--- config.mk ---
export PLATFORM = sky130hd
export DESIGN_NAME = alu_result_buffer
export DESIGN_NICKNAME = d
export VERILOG_FILES = /design/src/rtl/alu_pkg.sv /design/src/rtl/alu_fifo_mem.sv /design/src/rtl/alu_result_buffer.sv
export SDC_FILE = /design/constraint.sdc
export NUM_CORES = 1
export LEC_CHECK = 0
export CORE_MARGIN = 3
export CORE_UTILIZATION = 35
export CTS_CLUSTER_SIZE = 10
export DETAILED_ROUTE_END_ITERATION = 8
export PLACE_DENSITY_LB_ADDON = 0.05
export SLEW_MARGIN = 25
export SYNTH_ARGS = -nofsm -noshare
export SYNTH_HDL_FRONTEND = slang
export SYNTH_HIERARCHICAL = 1
export SYNTH_SLANG_ARGS = --single-unit
--- constraint.sdc ---
create_clock -name clock -period 2.75 [get_ports clock]
set_input_delay 0.55 -clock clock [delete_from_list [all_inputs] [get_ports clock]]
set_output_delay 0.55 -clock clock [all_outputs]
set_load 0.005 [all_outputs]
--- src/rtl/alu_pkg.sv ---
// alu_pkg
// Shared ALU definitions used by the ALU, its downstream result buffer and
// their benches.
//   ALU_LENGTH  default ALU operand width
//   ALU_RES_W   result word width (twice the operand width)
//   alu_flags_t status flags that travel alongside every result word
//   alu_op_e    ALU control codes
package alu_pkg;

  localparam int ALU_LENGTH = 5;
  localparam int ALU_RES_W  = 2 * ALU_LENGTH;

  // The field order fixes how the flags pack below the result in a stored entry.
  typedef struct packed {
    logic overflow;
    logic negative;
    logic zero;
  } alu_flags_t;

  localparam int ALU_FLAGS_W = $bits(alu_flags_t);

  typedef enum logic [2:0] {
    ALU_OP_ADD = 3'd0,
    ALU_OP_SUB = 3'd1,
    ALU_OP_MUL = 3'd2,
    ALU_OP_AND = 3'd3,
    ALU_OP_OR  = 3'd4,
    ALU_OP_XOR = 3'd5,
    ALU_OP_SHL = 3'd6,
    ALU_OP_SHR = 3'd7
  } alu_op_e;

endpackage

--- src/rtl/alu_fifo_mem.sv ---
// alu_fifo_mem
// Register-array storage for the ALU result buffer. It has one write port and
// one asynchronous read port. Reset clears every entry, so a buffer that has
// just come out of reset shows an all-zero head word.
//   clock, reset  rising-edge clock, asynchronous active-low reset
//   we, waddr, wdata  write port; the write takes effect on the clock edge
//   raddr, rdata      combinational read port
module alu_fifo_mem #(
  parameter int WIDTH = 13,
  parameter int DEPTH = 4
) (
  input  logic                     clock,
  input  logic                     reset,
  input  logic                     we,
  input  logic [$clog2(DEPTH)-1:0] waddr,
  input  logic [WIDTH-1:0]         wdata,
  input  logic [$clog2(DEPTH)-1:0] raddr,
  output logic [WIDTH-1:0]         rdata
);

  logic [WIDTH-1:0] mem [DEPTH];

  always_ff @(posedge clock or negedge reset) begin
    if (!reset) begin
      for (int i = 0; i < DEPTH; i++) begin
        mem[i] <= '0;
      end
    end else if (we) begin
      mem[waddr] <= wdata;
    end
  end

  assign rdata = mem[raddr];

endmodule

--- src/rtl/alu_result_buffer.sv ---
// alu_result_buffer
// Buffers ALU result words and their status flags in a small FIFO, so the ALU
// can keep issuing while the consumer stalls. It also keeps a saturating
// count of accepted overflow results for debug readback.
//   clock, reset        rising-edge clock, asynchronous active-low reset
//   in_valid/in_ready   producer handshake; in_ready is high while not full
//   in_result, in_*     result word and overflow/negative/zero flags
//   out_valid/out_ready consumer handshake; out_valid is high while not empty
//   out_result, out_*   head entry; it is a combinational read of storage
//   count               current occupancy
//   clear_stats         synchronous clear of ovf_events
//   ovf_events          saturating count of pushes with in_overflow set
module alu_result_buffer
  import alu_pkg::*;
#(
  parameter int LENGTH_v = ALU_LENGTH,
  parameter int DEPTH    = 4,
  parameter int STAT_W   = 8
) (
  input  logic                       clock,
  input  logic                       reset,
  input  logic                       in_valid,
  input  logic [2*LENGTH_v-1:0]      in_result,
  input  logic                       in_overflow,
  input  logic                       in_negative,
  input  logic                       in_zero,
  output logic                       in_ready,
  input  logic                       out_ready,
  output logic                       out_valid,
  output logic [2*LENGTH_v-1:0]      out_result,
  output logic                       out_overflow,
  output logic                       out_negative,
  output logic                       out_zero,
  output logic [$clog2(DEPTH+1)-1:0] count,
  input  logic                       clear_stats,
  output logic [STAT_W-1:0]          ovf_events
);

  localparam int RES_W   = 2 * LENGTH_v;
  localparam int ENTRY_W = RES_W + ALU_FLAGS_W;
  localparam int PTR_W   = $clog2(DEPTH);
  localparam int CNT_W   = $clog2(DEPTH + 1);

  localparam logic [CNT_W-1:0]  FULL_COUNT = CNT_W'(DEPTH);
  localparam logic [STAT_W-1:0] OVF_MAX    = '1;

  logic [PTR_W-1:0]   wr_ptr;
  logic [PTR_W-1:0]   rd_ptr;
  logic               push;
  logic               pop;
  alu_flags_t         wr_flags;
  alu_flags_t         head_flags;
  logic [ENTRY_W-1:0] wr_entry;
  logic [ENTRY_W-1:0] head_entry;

  // The handshakes decode only the registered occupancy. This keeps
  // in_valid and out_ready off the ready/valid paths. A full buffer refuses
  // input even when a pop happens in the same cycle.
  assign in_ready  = (count != FULL_COUNT);
  assign out_valid = (count != '0);
  assign push      = in_valid && in_ready;
  assign pop       = out_valid && out_ready;

  assign wr_flags = '{overflow: in_overflow, negative: in_negative, zero: in_zero};
  assign wr_entry = {in_result, wr_flags};

  alu_fifo_mem #(
    .WIDTH (ENTRY_W),
    .DEPTH (DEPTH)
  ) u_mem (
    .clock (clock),
    .reset (reset),
    .we    (push),
    .waddr (wr_ptr),
    .wdata (wr_entry),
    .raddr (rd_ptr),
    .rdata (head_entry)
  );

  assign {out_result, head_flags} = head_entry;
  assign out_overflow = head_flags.overflow;
  assign out_negative = head_flags.negative;
  assign out_zero     = head_flags.zero;

  // The pointers wrap naturally because DEPTH is a power of two. The separate
  // count register tells full from empty when the pointers are equal.
  always_ff @(posedge clock or negedge reset) begin
    if (!reset) begin
      wr_ptr <= '0;
      rd_ptr <= '0;
      count  <= '0;
    end else begin
      if (push) begin
        wr_ptr <= wr_ptr + PTR_W'(1);
      end
      if (pop) begin
        rd_ptr <= rd_ptr + PTR_W'(1);
      end
      case ({push, pop})
        2'b10:   count <= count + CNT_W'(1);
        2'b01:   count <= count - CNT_W'(1);
        default: count <= count;
      endcase
    end
  end

  // Clear takes priority over a coincident overflow push. The counter sticks
  // at its maximum value instead of wrapping.
  always_ff @(posedge clock or negedge reset) begin
    if (!reset) begin
      ovf_events <= '0;
    end else if (clear_stats) begin
      ovf_events <= '0;
    end else if (push && in_overflow && (ovf_events != OVF_MAX)) begin
      ovf_events <= ovf_events + STAT_W'(1);
    end
  end

endmodule
* Word-level counts from Yosys, hierarchy flattened
Index checks and enable logic that the tools add are counted.
** Word-level totals
- RAM bits :: 0
- Logic and storage cells :: 39
- Memory bits (read-only) :: 0
- Input bits :: 18
- Output and inout port bits :: 26
- Bits in registers :: 67
- Latch bits :: 0
- Memories kept :: 0
** Cells by class
- Multiply operators :: 0
- Divide/modulo/power cells :: 0
- Multiplexer cells :: 9
- Reductions and logical operators :: 8
- Order comparisons :: 3
- Shift operators :: 0
- Bitwise operators :: 2
- Equal/unequal tests :: 4
- Add/sub/neg operators :: 5
** Operators by type and width (number)
- $bwmux W52 :: 1
- $mux W13 :: 3
- $bmux W13 S2 :: 1
- $demux W13 S2 :: 1
- $mux W8 :: 2
- $add A8 B1 Y8 const B :: 1
- $ne A8 B8 Y1 const B :: 1
- $ge A3 B3 Y1 const B :: 2
- $not A2 Y3 :: 2
- $pmux W3 S2 :: 1
- $logic_and A1 B1 Y1 :: 5
- $add A2 B1 Y2 const B :: 2
- $reduce_bool A2 Y1 :: 2
- $add A3 B1 Y3 const B :: 1
- $lt A3 B1 Y1 const B :: 1
- $ne A3 B3 Y1 const B :: 1
- $reduce_bool A3 Y1 :: 1
- $sub A3 B1 Y3 const B :: 1
- $eq A2 B1 Y1 const B :: 1
- $eq A2 B2 Y1 const B :: 1

* Logic depth before layout (Yosys ltp)
- Word-level depth :: 6
- Gate-level depth with buffers :: 9
- Mapped depth without buffers :: 9

* Modules after synthesis
The synthesis kept the hierarchy.
** By module, submodules not included
- alu_fifo_mem :: instances 1, area each 2254.7 sq um, sequential area each 1301.2 sq um, cells each 127
- alu_result_buffer :: instances 1, area each 778.2 sq um, sequential area each 375.4 sq um, cells each 76

* Least setup slack after synthesis
No wires, ideal clock.
- Path kind :: register to register
- Start :: register count[0]
- End :: register count[2]
- Data arrival time :: 2079 ps
- Stages on the path, launching flop included :: 10
- Period minus slack after synthesis :: 2158 ps
- Required time :: 2671 ps
- Slack :: 592 ps
- Setup time :: 79 ps
- Buffers on the path :: 0
- Path through :: dfrtp_1 > nor3b_1 > inv_1 > nand2_1 > ha_1 > inv_1 > fa_1 > xor2_1 > nor2_1 > xor2_1
** On the way
- Word-level cells in the longest chain between the ends :: 4
- Elaborated cells on any way between the ends :: 10
- Classes of those cells :: add/sub: 2; eq/ne: 3; mux: 1; reduce/logical: 4
** RTL lines
- start: declaration :: RTL line alu_result_buffer.sv:34 : output logic [$clog2(DEPTH+1)-1:0] count,
- start signal: assignment :: RTL line alu_result_buffer.sv:100 : 2'b10: count <= count + CNT_W'(1);
- start signal: assignment :: RTL line alu_result_buffer.sv:101 : 2'b01: count <= count - CNT_W'(1);
- start signal: assignment :: RTL line alu_result_buffer.sv:102 : default: count <= count;
- $ne A3 B3 Y1 * :: RTL line alu_result_buffer.sv:59 : assign in_ready = (count != FULL_COUNT);
- via in_ready :: RTL line alu_result_buffer.sv:27 : output logic in_ready,
- $logic_and A1 B1 Y1 * :: RTL line alu_result_buffer.sv:61 : assign push = in_valid && in_ready;
- $eq A2 B1 Y1 / $eq A2 B2 Y1 (equally long branches) :: RTL line alu_result_buffer.sv:99 : case ({push, pop})
- $pmux W3 S2 / $reduce_bool A2 Y1 (equally long branches)
The timed path passes the listed nets; every way through them passes the cells marked *.
A chain may end at the register's enable or synchronous reset.

* Final worst setup path
- Start :: register rd_ptr[0]
- End :: output port out_overflow
** On the way
- Word-level cells in the longest chain between the ends :: 4
** RTL lines
- start: declaration :: RTL line alu_result_buffer.sv:48 : logic [PTR_W-1:0] rd_ptr;
- start signal: assignment :: RTL line alu_result_buffer.sv:97 : rd_ptr <= rd_ptr + PTR_W'(1);
- $not A2 Y3 (not written as such) :: RTL line alu_fifo_mem.sv:33 : assign rdata = mem[raddr];
- $bmux W13 S2 :: RTL line alu_fifo_mem.sv:33
- $mux W13 (not written as such) (2 in a row) :: RTL line alu_fifo_mem.sv:33
- end: declaration :: RTL line alu_result_buffer.sv:31 : output logic out_overflow,
Every way passes these cells. The select of a mux whose other input is x is not followed.

==> summary.md <==
| Metric | Value |
|---|---|
| Worst Path Buf+Inv | `2` |
| Area share of the largest cell type after synthesis | `0.553` |
| Crit path depth | `3` |
| First-pass GRT wire length | `10200 um` |
| Sw Share | `0.286` |
| Final GP Congestion | `0.789` |
| Max H-tree Level | `3` |
| DR WL met2 | `2850 um` |
| Core ar. | `8300 um2` |
| Placed cell areas | `3640 um2` |
| Hold-fix buffers, CTS | `0` |
| Worst R2R Setup Slack | `0.37 ns` |
| Drt first pass iters | `4` |
| Gates resized, CTS repair | `0` |
| Worst vdd rail ir drop | `0.531 mV` |
| Worst-Margin Slew | `0.545 ns` |
| Initial DRC count | `40` |
| Hpwl dp | `4030 um` |
| Synthesized area per cell | `14.9 um2` |
| Setup TNS | `0 ns` |
| Rows | `33` |
| Final Skew | `0.00770 ns` |
| Post-synth net total | `224` |
| Worst stage delay on the critical path | `0.52 ns` |
| Highest clock rate | `387 MHz` |
| DRT met1 WL | `2690 um` |
| Synth cell types | `34` |
| Share of layout cells above drive strength 1 | `0.358` |
| Critical path cell sequence | `buf_12 > mux4_2 > clkdlybuf4s50_1` |
| Worst Setup End Kind | `output pin` |
| CP Data Required Time | `2.20 ns` |
| Worst r2r src | `count[0]` |
| Endpoints failing hold | `0` |
| Hold/Removal Path Class | `primary input to asynchronous set/reset pin` |
| Final Max Slew Viols | `0` |
| Vias/cell | `4.97` |
| Synthesized instance count | `203` |
| FF-to-FF End | `count[2]` |
| Clock power share | `0.172` |
| Maximum Capacitance Violations | `0` |
| Longest Clk Path Bufs | `2` |
| Pin count of the biggest net entering global routing | `47` |
| Int Pwr | `3.06 mW` |
| Post-route cell area | `3820 um2` |
| Count leader, synth | `dfrtp_1` |
| Skew-Pair Late Insertion Delay | `0.34 ns` |
| Total CTS buffers | `9` |
| Layout area overhead | `26.0%` |
| PortBufs | `43` |
| Ports | `44` |
| Setup crit start kind | `flop` |
| Die W | `99.1 um` |
| TritonCTS clock tree | `yes` |
| Antenna Cells | `0` |
| Final setup fails | `0` |
| Final period util | `0.939` |
| Via count | `1840` |
| Leakage power | `1.58 nW` |
| DRT Wirelength | `5920 um` |
| P_sw | `1.22 mW` |
| Synth top cells by count | `dfrtp_1 (67), mux2_2 (53), mux4_2 (13)` |
| Initial antenna violation count | `0` |
| Top_reg_cell synth | `dfrtp_1` |
| Die area | `9820 um2` |
| Reg2Reg Depth | `9` |
| Post-DRT Antenna Nets | `0` |
| Clock Sinks | `67` |
| Area contributors post-synth | `dfrtp_1 (55%), mux2_2 (20%), mux4_2 (9.7%)` |
| CTS root buf | `clkbuf_8` |
| Nets | `281` |
| Top routing layer in use | `met4` |
| Outcome | `finished, final reports clean` |
| Die Height | `99.1 um` |
| Wire per inst | `16.0 um` |
| Reg clk slew, reported paths | `0.08 ns` |
| Critical path class | `flop to output pin` |
| Gr usage total | `0.134` |
| Fin crit period | `2.58 ns` |
| Gr ovfl total | `0` |
| Top delay family on crit path | `buffers and inverters` |
| Ys async rst share | `1.00` |
| Slowest CP cell | `mux4_2` |
| Synthesized flop and latch total | `67` |
| Post-synth EDFFs | `0` |
| Metal3 WL | `324 um` |
| Arr. time, crit path | `2.03 ns` |
| Vias in the first global route | `2020` |
| Combinational Power Share | `0.427` |
| RSZ-0062 raised after global routing | `no` |
| # DRC | `0` |
| Seq/Total Area, Yosys | `0.553` |
| Power Dens Cells | `1120 nW/um2` |
| Slew HR | `0.636` |
| CP Max Fanout | `11` |
| Area leader, netlist | `dfrtp_1` |
| Area of the mapped netlist | `3030 um2` |
| Post-CTS Repair Setup Buffers | `0` |
| Sequential power share | `0.401` |
| Starting Density | `0.365` |
| Total of warnings raised by yosys | `6` |
-- state kept, by name, indices dropped and copies added, names as in the netlist --
register and cells:
ovf_events 8, u_mem/mem 52, wr_ptr 2, count 3, rd_ptr 2
-- kinds of logic (layout without fill, tap and decap cells) --
logic type                 Yosys count  count (layout)  synth area share
AOI/OAI and AO/OA                    9               9            0.0182
xor gates and xnor gates             9               9            0.0260
adders and majority gates            3               3            0.0149
buffers and inverters               12              74            0.0215
DFF                                 67              67             0.553
muxes                               68              68             0.300
and+or+nand+nor                     35              35            0.0668
-- worst max path at each step --
stage / start / to / slack [ns]
after floorplan: count[0] / count[2] / 0.59
after global placement: in_valid / ovf_events[7] / 0.31
after detailed placement: in_valid / ovf_events[7] / 0.29
after CTS: rd_ptr[0] / out_overflow / 0.12
after global routing: rd_ptr[0] / out_overflow / 0.07
final: rd_ptr[0] / out_overflow / 0.17
-- stage by stage --
stage	cells	worst slack, ns	utilization	hold slack (ns)	power [mW]
finish	370	0.169	0.461	0.183	4.29
global route	370	0.0704	0.461	0.213	4.59
CTS	370	0.118	0.461	0.193	4.37
detailed placement	354	0.287	0.439	0.489	3.61
global placement	354	0.311	0.439	0.483	3.59
floorplan	203	0.592	-	0.254	2.80
-- layout by cell type, fill, tap and decap left out, drive strengths merged, types with 2 or more instances in the layout --
| cell | instances |
|---|---|
| mux2i | 2 |
| mux2 | 53 |
| clkinv | 4 |
| or3 | 2 |
| nor3b | 2 |
| clkbuf | 11 |
| inv | 5 |
| ha | 2 |
| nand3b | 2 |
| nand2 | 7 |
| xnor2 | 6 |
| buf | 11 |
| a21oi | 2 |
| mux4 | 13 |
| nand4 | 4 |
| clkdlybuf4s50 | 42 |
| xor2 | 3 |
| nor2 | 7 |
| o21ai | 3 |
| nand3 | 4 |
| dfrtp | 67 |
-- per-layer routing --
metal / global-route usage / up-vias
met3: 0.0484 / 7
li1: - / 865
met1: 0.164 / 933
met5: 0 / -
met4: 0.0441 / 0
met2: 0.221 / 35
-- power by group through the flow --
stage | logic (mW) | registers [mW] | clock network, mW
after detailed placement | 1.87 | 1.74 | 0
after global routing | 1.99 | 1.79 | 0.812
final | 1.83 | 1.72 | 0.738
after CTS | 1.88 | 1.72 | 0.774
after floorplan | 1.15 | 1.65 | 0
after global placement | 1.85 | 1.73 | 0
-- area by class of cell --
class	instances	area, um2
clock buffers	11	151
clock inverters	5	27.5
fillers	753	4480
inverters	5	18.8
multi-input cells	124	1290
flip-flops and latches	67	1680
well taps	105	131
repair buffers	53	526
(Power assumes the default switching activity.)
